$ cat src/rtl/fm_hdmi_ycgen.sv
// fm_hdmi_ycgen: RGB888 to BT.601 limited-range YCbCr 4:2:2 pipeline, 4-clock latency,
// with de/hs/vs delayed to stay aligned with the converted pixels.
module fm_hdmi_ycgen #(
    parameter logic [7:0] P_BLANK_Y = 8'h10,
    parameter logic [7:0] P_BLANK_C = 8'h80,
    parameter bit         P_CLAMP   = 1'b1
) (
    input  logic       clk_v,
    input  logic       rst_x,
    input  logic [7:0] i_r,
    input  logic [7:0] i_g,
    input  logic [7:0] i_b,
    input  logic       i_de,
    input  logic       i_hs,
    input  logic       i_vs,
    output logic [7:0] o_y,
    output logic [7:0] o_c,
    output logic       o_de,
    output logic       o_hs,
    output logic       o_vs
);
    localparam logic signed [17:0] L_Y_LO = P_CLAMP ? 18'sd16  : 18'sd0;
    localparam logic signed [17:0] L_Y_HI = P_CLAMP ? 18'sd235 : 18'sd255;
    localparam logic signed [17:0] L_C_LO = P_CLAMP ? 18'sd16  : 18'sd0;
    localparam logic signed [17:0] L_C_HI = P_CLAMP ? 18'sd240 : 18'sd255;

    logic        [15:0] r_p [0:8];
    logic signed [17:0] r_ys, r_cbs, r_crs;
    logic signed [17:0] w_y, w_cb, w_cr;
    logic        [7:0]  r_y3, r_cb3, r_cr3, r_cr_hold;
    logic        [2:0]  r_de, r_hs, r_vs;
    logic               r_odd;

    function automatic logic [7:0] f_clamp(input logic signed [17:0] v, lo, hi);
        return v < lo ? lo[7:0] : (v > hi ? hi[7:0] : v[7:0]);
    endfunction

    assign w_y  = (r_ys  >>> 8) + 18'sd16;
    assign w_cb = (r_cbs >>> 8) + 18'sd128;
    assign w_cr = (r_crs >>> 8) + 18'sd128;

    always_ff @(posedge clk_v) begin
        if (rst_x) begin
            for (int k = 0; k < 9; k++) r_p[k] <= '0;
            r_ys      <= '0;
            r_cbs     <= '0;
            r_crs     <= '0;
            r_y3      <= '0;
            r_cb3     <= '0;
            r_cr3     <= '0;
            r_cr_hold <= 8'h80;
            r_odd     <= 1'b0;
            r_de      <= '0;
            r_hs      <= '0;
            r_vs      <= '0;
            o_y       <= P_BLANK_Y;
            o_c       <= P_BLANK_C;
            o_de      <= 1'b0;
            o_hs      <= 1'b0;
            o_vs      <= 1'b0;
        end else begin
            r_p[0] <= {8'd0, i_r} * 16'd66;
            r_p[1] <= {8'd0, i_g} * 16'd129;
            r_p[2] <= {8'd0, i_b} * 16'd25;
            r_p[3] <= {8'd0, i_r} * 16'd38;
            r_p[4] <= {8'd0, i_g} * 16'd74;
            r_p[5] <= {8'd0, i_b} * 16'd112;
            r_p[6] <= {8'd0, i_r} * 16'd112;
            r_p[7] <= {8'd0, i_g} * 16'd94;
            r_p[8] <= {8'd0, i_b} * 16'd18;
            r_ys   <= {2'b0, r_p[0]} + {2'b0, r_p[1]} + {2'b0, r_p[2]} + 18'd128;
            r_cbs  <= {2'b0, r_p[5]} - {2'b0, r_p[3]} - {2'b0, r_p[4]} + 18'd128;
            r_crs  <= {2'b0, r_p[6]} - {2'b0, r_p[7]} - {2'b0, r_p[8]} + 18'd128;
            r_y3   <= f_clamp(w_y,  L_Y_LO, L_Y_HI);
            r_cb3  <= f_clamp(w_cb, L_C_LO, L_C_HI);
            r_cr3  <= f_clamp(w_cr, L_C_LO, L_C_HI);
            r_de   <= {r_de[1:0], i_de};
            r_hs   <= {r_hs[1:0], i_hs};
            r_vs   <= {r_vs[1:0], i_vs};
            o_de   <= r_de[2];
            o_hs   <= r_hs[2];
            o_vs   <= r_vs[2];
            // any de=0 cycle parks the phase at even, so each de rise starts with Cb
            if (r_de[2]) begin
                o_y   <= r_y3;
                o_c   <= r_odd ? r_cr_hold : r_cb3;
                r_odd <= ~r_odd;
                if (!r_odd) r_cr_hold <= r_cr3;
            end else begin
                o_y   <= P_BLANK_Y;
                o_c   <= P_BLANK_C;
                r_odd <= 1'b0;
            end
        end
    end
endmodule

$ cat config.mk
export PLATFORM = sky130hd
export DESIGN_NAME = fm_hdmi_ycgen
export DESIGN_NICKNAME = d
export VERILOG_FILES = /design/src/rtl/fm_hdmi_ycgen.sv
export SDC_FILE = /design/constraint.sdc
export NUM_CORES = 1
export LEC_CHECK = 0
export ABC_AREA = 1
export CORE_MARGIN = 4
export CORE_UTILIZATION = 60
export DETAILED_ROUTE_END_ITERATION = 7
export PLACE_DENSITY = 0.78
export SLEW_MARGIN = 15
export SYNTH_ARGS = -nofsm -noshare
export SYNTH_HDL_FRONTEND = slang
export SYNTH_SLANG_ARGS = --single-unit
$ cat constraint.sdc
create_clock -name clk_v -period 6.6 [get_ports clk_v]
set_input_delay 1.32 -clock clk_v [delete_from_list [all_inputs] [get_ports clk_v]]
set_output_delay 1.32 -clock clk_v [all_outputs]
set_load 0.03 [all_outputs]
======== Yosys cells after proc, flatten, opt, wreduce, memory -nomap -nowiden ========
Memories as Yosys holds them, arrays and structs flattened.
Cells that the tools add are included.
operators by class
  muxes and demuxes ....................... 19
  bitwise operators ....................... 11
  multiply operators ...................... 9
  $add $sub $neg .......................... 12
  reductions and logical operators ........ 8
  $lt $le $gt $ge ......................... 6
operators with widths
  kind                                                         count
  two-way mux 16 bit                                           9
  adder 18 x 8 -> 18 bit, second input constant                3
  multiplier 8 x 6 -> 14 bit, second input constant            3
  subtractor 17 x 17 -> 18 bit                                 2
  subtractor 16 x 16 -> 17 bit                                 2
  > comparator 11 x 9 -> 1 bit, second input constant          3
  less-than comparator 11 x 6 -> 1 bit, second input constant  3
  two-way mux 8 bit                                            4
  multiplier 8 x 5 -> 13 bit, second input constant            2
  adder 10 x 9 -> 11 bit, second input constant                2
  multiplier 8 x 3 -> 11 bit, second input constant            2
  adder 17 x 16 -> 18 bit                                      1
  adder 16 x 16 -> 17 bit                                      1
  multiplier 8 x 8 -> 16 bit, second input constant            1
  two-way mux 5 bit                                            3
  multiplier 8 x 4 -> 12 bit, second input constant            1
  adder 10 x 6 -> 11 bit, second input constant                1
  OR 1 bit                                                     9
  OR reduction 3 bit                                           3
  OR reduction 2 bit                                           4
  two-way mux 1 bit                                            3
  inverter 1 bit                                               2
  AND reduction 2 bit                                          1
storage, ports and cells
  word-level logic and storage cells ...... 88
  register bits after elaboration ......... 115
  bits in writable memories ............... 144
  memories ................................ 1
  bits of input ports ..................... 29
  output and inout bits ................... 19
memories
  memory  depth  width  rd ports  clocked after memory_dff  write ports  line  text
  r_p     9      16     9         0                         9            27    logic [15:0] r_p [0:8];

======== Longest topological paths before layout ========
Gate-level depths: netlist of the first run.
  depth in word-level cells ............... 4
  gate-level depth with buffers ........... 20
  mapped depth without buffers ............ 20

======== Worst setup path before layout of the first run ========
OpenSTA, ideal clock, no wires.
  kind .................................... input port to flip-flop
  start ................................... in i_g[4]
  end ..................................... mem r_p[7][12], in the netlist r_p[0][124]
  stages on the path ...................... 12
  path slack .............................. 2652 ps
  arrival ................................. 3828 ps
  setup time .............................. 120 ps
  buffers on the path ..................... 0
  cells stage by stage .................... fa_1 -> inv_1 -> fa_1 -> fa_1 -> inv_1 -> ha_1 -> a21oi_1 -> nand2_1 -> nand3_1 -> nand2_1 -> o21ai_0 -> a21oi_1
RTL lines
  what         line  text
  from (decl)  11    input logic [7:0] i_g,
  to (decl)    27

==> flow_summary_export.csv, run 1 <==
group,metric,value,unit
outcome,status,"finished, final reports clean",
drt,vias,12507,
worst_setup_path,ff2ff_setup_slack,3.30,ns
layout,multi_input_area,9200,um2
layout,drive_gt1_frac,0.0277,
logic_synthesis,syn-instance-count,1958,
floorplan,ios,48,
worst_hold_path,holdPathEnd,"o_y[7]$_SDFF_PP0_",
worst_setup_path,crit_arrival,4.88,ns
placed_design,dpl.hpwl,28200,um
global_route,antenna_found_initial,0,
logic_synthesis,synth_async_sr_flop_share,0,
clock_network,h-tree-depth,4,
sta,whs,0.405,ns
power,max-vdd-ir-drop,335,uV
sta,hold_viol_final,0,
clock_network,cts_root_buf,"clkbuf_16",
logic_synthesis,synth_largest_area_cell,"dfxtp_1",
floorplan,dieHeight,164,um
clock_network,cts_tree,"yes",
placed_design,dp_slack,1.68,ns
floorplan,dieArea,27000,um2
drt,remaining_drc_errors,0,
worst_setup_path,reg2reg_to,"r_crs[15]$_SDFF_PP0_",
drt,drt_iter0_markers,1000,
layout,final_cell_mix,"375 x inv_1, 311 x nand2_1, 254 x ha_1",
global_route,grt_max_degree,54,
worst_setup_path,end_kind,"register",
sta,tightestPinTransition,0.655,ns
clock_network,clk-insertion-delay-late,0.43,ns
drt,wl,35100,um
clock_network,cts-buffers-inserted,17,
logic_synthesis,netlist_top_cells_area,"dfxtp_1 27%, ha_1 22%, inv_1 9.6%",
sta,rsz0062_at_grt,"no",
logic_synthesis,netlist.area_leader.share,0.270,
drt,dr.pass1.iters,6,
layout,final_common_cell,"inv_1",
job,drv_cap,0,
clock_network,post_cts_buffers,0,
drt,vias_per_cell,5.34,
power,p_per_area,402,nW/um2
worst_setup_path,crit_path_max_fanout,7,
worst_setup_path,cp.required,6.97,ns
sta,clock_skew,0.0145,ns
logic_synthesis,seq_area_frac_synth,0.270,
logic_synthesis,syn_nets,2299,
drt,ant_nets,0,
sta,fmax,221,MHz
logic_synthesis,ys.flop_type,"dfxtp_1",
layout,final_nets,2349,
drt,avgRoutedWirePerCell,15.0,um
logic_synthesis,yosysWarnings,0,
worst_hold_path,whs_path_depth,2,
sta,timing.final.max_slew_violations,0,
floorplan,num_rows,56,
floorplan,core_area,23800,um2
layout,area_growth,9.73,%
sta,setup_viol,0,
worst_setup_path,path_class,"in2reg",
layout,seq_area,3960,um2
logic_synthesis,synth-edff-count,0,
sta,slew_headroom,0.563,
sta,tns,0,ns
worst_hold_path,min_path_type,"reg2reg",
worst_hold_path,hold_start,"r_y3[7]$_SDFF_PP0_",
sta,layout_worst_path_cycle_share,0.685,
clock_network,cts.sinks,198,
logic_synthesis,synth_seq_cells,198,
clock_network,cts_buffer_depth,2,
power,p_leak,0.00845,uW
logic_synthesis,syn_area_per_cell,7.49,um2
placed_design,place_congestion,0.985,
logic_synthesis,synthDistinctLibCells,40,
global_route,grt_pass1_vias,12134,
sta,layout_setup_ws,2.08,ns
worst_setup_path,r2r_start,"r_p[0][119]$_SDFF_PP0_",
logic_synthesis,syn-cell-area,14700,um2
worst_setup_path,worst_setup_path_start_kind,"primary input",
clock_network,cts_resized,0,
global_route,grtUsageTotal,0.270,
floorplan,start_util,0.617,
global_route,grt_overflow_total,0,
sta,finalCriticalPeriod,4.52,ns
clock_network,hold_buffers,0,
global_route,grt_pass1_wl,58300,um
placed_design,port_buffers,47,
layout,fillers,2019,
layout,diodes,0,
floorplan,die_w,164,um
clock_network,clk_pin_slew,0.08,ns
worst_setup_path,reg2reg_depth,17,
logic make-up after synthesis:
logic type,after synthesis,synth area share
buf+inv,397,0.102
xor+xnor,23,0.0137
flops,198,0.270
fa+ha+maj,312,0.296
simple gates,691,0.196
compound gates,337,0.122
state kept, by name (all words and copies together), names as in the netlist, 8 cells and up:
name / count
r_cb3: 8
o_c: 8
r_cr3: 8
r_ys: 10
r_crs: 10
r_cbs: 10
r_y3: 8
o_y: 8
r_cr_hold: 8
r_p: 107
synthesized netlist by cell type (7+ instances only):
library cell / number
nor3_1: 12
o21ai_0: 115
inv_1: 375
fa_1: 58
a21o_1: 11
a21oi_1: 178
nand2_2: 7
nor2_1: 226
dfxtp_1: 198
nand4_1: 22
nand3_1: 94
clkbuf_1: 9
xor2_1: 17
a31oi_1: 7
nand2_1: 311
ha_1: 254
worst max-delay path, cell delays in order:
cell and delay, ns:
clkdlybuf4s50_1 0.66, inv_1 0.19, fa_1 0.62, fa_1 0.46
fa_1 0.54, inv_1 0.04, ha_1 0.35, nand2_1 0.10
nand2_1 0.09, o21ai_0 0.19, nand3_1 0.11, nand2_1 0.07
nand2_1 0.05, nor2_1 0.09
report_power, final:
part | switching (uW) | total, uW | internal, uW
Combinational | 2460 | 3840 | 1380
Clock | 501 | 1080 | 579
Sequential | 120 | 1550 | 1430
Total | 3080 | 6470 | 3390
metal layers:
metal / up-vias / wire, um / share of wire / track usage
li1: 6399 / - / - / -
met1: 5625 / 16100 / 0.46 / 0.364
met2: 406 / 15900 / 0.45 / 0.443
met3: 77 / 1970 / 0.056 / 0.0394
met4: 0 / 1060 / 0.030 / 0.0972
met5: - / 0 / 0 / 0
worst max-delay path by stage:
stage          slack (ns)   start                     end  depth (start not counted)
3_3_place_gp         1.76  i_g[5]  r_p[0][125]$_SDFF_PP0_                         14
3_5_place_dp         1.68  i_g[5]  r_p[0][125]$_SDFF_PP0_                         14
4_1_cts              2.12  i_g[5]  r_p[0][125]$_SDFF_PP0_                         14
5_1_grt              1.85  i_g[4]  r_p[0][123]$_SDFF_PP0_                         15
6_report             2.08  i_g[5]  r_p[0][125]$_SDFF_PP0_                         14
2_1_floorplan        2.65  i_g[4]  r_p[0][124]$_SDFF_PP0_                         12
through the flow:
step,area [um2],utilization,cells,power (uW)
after floorplan,14700,-,1958,4430
after global placement,15500,0.651,2308,5240
after detailed placement,15500,0.651,2308,5320
after CTS,16100,0.677,2340,6440
after global routing,16100,0.677,2340,7150
final,16100,0.677,2340,6470
layout make-up:
class / count / share of cell area
Clock buffer: 18 / 0.0267
Inverter: 378 / 0.0882
Multi-Input combinational cell: 1363 / 0.572
Sequential cell: 198 / 0.246
Tap cell: 319 / 0.0248
Clock inverter: 14 / 0.0117
Timing Repair Buffer: 50 / 0.0303
Power figures use the tool's default switching activity.
==> inputs of run 2 (changes only) <==
- CORE_UTILIZATION: 60 -> 57
- clock period: 6.6 -> 3.7 ns (I/O delays scaled with it)
==> flow_summary_export.csv, run 2 (same netlist as run 1, synthesis figures left out) <==
group,metric,value,unit
clock_network,cts-buffers-inserted,17,
drt,avgRoutedWirePerCell,14.1,um
floorplan,dieHeight,168,um
sta,slew_headroom,0.513,
worst_hold_path,min_path_type,"reg2reg",
global_route,grt_overflow_total,0,
sta,tightestPinTransition,0.729,ns
floorplan,core_area,25300,um2
clock_network,h-tree-depth,4,
worst_setup_path,cp.required,4.07,ns
sta,clock_skew,0.0128,ns
layout,largest_reg_flops,107,
placed_design,place_congestion,0.977,
drt,dr.pass1.iters,6,
layout,drive_gt1_frac,0.0599,
global_route,grt_pass1_vias,12031,
drt,wl,34100,um
job,drv_cap,0,
drt,vias,12582,
sta,hold_viol_final,0,
worst_setup_path,critical_path.cell_chain,"clkdlybuf4s50_1, inv_1, fa_1, inv_1, ha_1, ha_1, ha_1, fa_1, nand3_1, nand2_1, a21oi_1, o21ai_0, a21oi_1",
layout,instances_no_fill,2417,
floorplan,ios,48,
floorplan,num_rows,58,
drt,remaining_drc_errors,0,
sta,timing.final.max_slew_violations,0,
sta,rsz0062_at_grt,"no",
layout,fin_util,0.657,
global_route,grtUsageTotal,0.246,
clock_network,cts_tree,"yes",
clock_network,cts_root_buf,"clkbuf_16",
sta,fmax,288,MHz
placed_design,port_buffers,47,
sta,layout_worst_path_cycle_share,0.939,
power,max-vdd-ir-drop,736,uV
placed_design,dp_slack,-0.389,ns
worst_setup_path,crit_arrival,3.85,ns
clock_network,cts_buffer_depth,2,
worst_setup_path,cpMostUsedCell,"ha_1",
worst_setup_path,path_class,"in2reg",
drt,drt_iter0_markers,1052,
sta,setup_viol,0,
layout,final_common_cell,"inv_1",
drt,ant_nets,0,
layout,largest_register,"r_p",
drt,vias_per_cell,5.21,
clock_network,clk_pin_slew,0.08,ns
worst_setup_path,ff2ff_setup_slack,0.37,ns
layout,diodes,0,
floorplan,start_util,0.581,
clock_network,cts.sinks,198,
outcome,status,"finished, final reports clean",
global_route,grt_pass1_wl,57700,um
layout,area_growth,13.2,%
power,p_leak,0.00880,uW
placed_design,dp_cells,2385,
layout,final_cell_mix,"375 x inv_1, 311 x nand2_1, 254 x ha_1",
power,p_total,11600,uW
worst_setup_path,max_stage_delay,0.63,ns
floorplan,dieArea,28400,um2
global_route,grt_max_degree,48,
clock_network,clk-insertion-delay-late,0.44,ns
global_route,antenna_found_initial,1,
layout,final_nets,2415,
worst_setup_path,slowest_stage,"clkdlybuf4s50_1",
sta,layout_setup_ws,0.227,ns
placed_design,dpl.hpwl,27700,um
worst_setup_path,end_kind,"register",
sta,finalCriticalPeriod,3.47,ns
worst_setup_path,worst_setup_path_start_kind,"primary input",
floorplan,die_w,168,um
sta,whs,0.404,ns
power,p_per_area,700,nW/um2
worst_setup_path,crit_path_max_fanout,6,
## run 2: metal layers
layer / global-route usage / routed length, um / vias up
li1: - / - / 6526
met1: 0.356 / 16600 / 5629
met2: 0.393 / 15100 / 378
met3: 0.0296 / 1750 / 47
met4: 0.0614 / 639 / 2
met5: 0 / 13 / -
## run 2: worst paths after layout
path         cells past startpoint                     end                   start
max                             13  r_p[0][122]$_SDFF_PP0_                  i_g[2]
min reg2reg                      2      r_de[2]$_SDFF_PP0_      r_de[1]$_SDFF_PP0_
min                              2      r_de[2]$_SDFF_PP0_      r_de[1]$_SDFF_PP0_
max reg2reg                     17    r_crs[15]$_SDFF_PP0_  r_p[0][119]$_SDFF_PP0_
## run 2: critical path, delay by kind of cell
kind / cells / cell delay [ns]
AO/OA/AOI/OAI: 3 / 0.43
buffers and inverters: 3 / 0.79
AND/OR/NAND/NOR: 2 / 0.20
adder cells (fa/ha/maj): 5 / 1.69
## run 2: final cells by class
cell class                      instances  area [um2]
Tap cell                              330         413
Timing Repair Buffer                  116        1010
Sequential cell                       198        3960
Fill cell                            2159        8660
Inverter                              378        1420
Clock inverter                         13         131
Multi-Input combinational cell       1363        9210
Clock buffer                           19         453
## run 2: stage by stage
step | cell area, um2 | TNS [ns]
3_3_place_gp | 16000 | -2.68
6_report | 16600 | 0
2_1_floorplan | 14700 | 0
5_1_grt | 16600 | 0
3_5_place_dp | 16000 | -3.35
4_1_cts | 16600 | 0
## run 2: what timing repair did
item,4_1_cts,5_1_grt
hold buffers,0,0
gates resized for setup,0,7
setup endpoints to repair,0,8
buffers inserted,0,0
## run 2: where the power goes
part | leakage [uW] | internal [uW] | switching, uW
Clock | 0.000287 | 934 | 900
Sequential | 0.00164 | 2540 | 210
Combinational | 0.00688 | 2620 | 4400
==> inputs of run 3 (changes only) <==
- CTS_CLUSTER_SIZE: unset -> 14
==> results of run 3 <==
No change in the layout: final DEF, timing and power equal those of run 2.
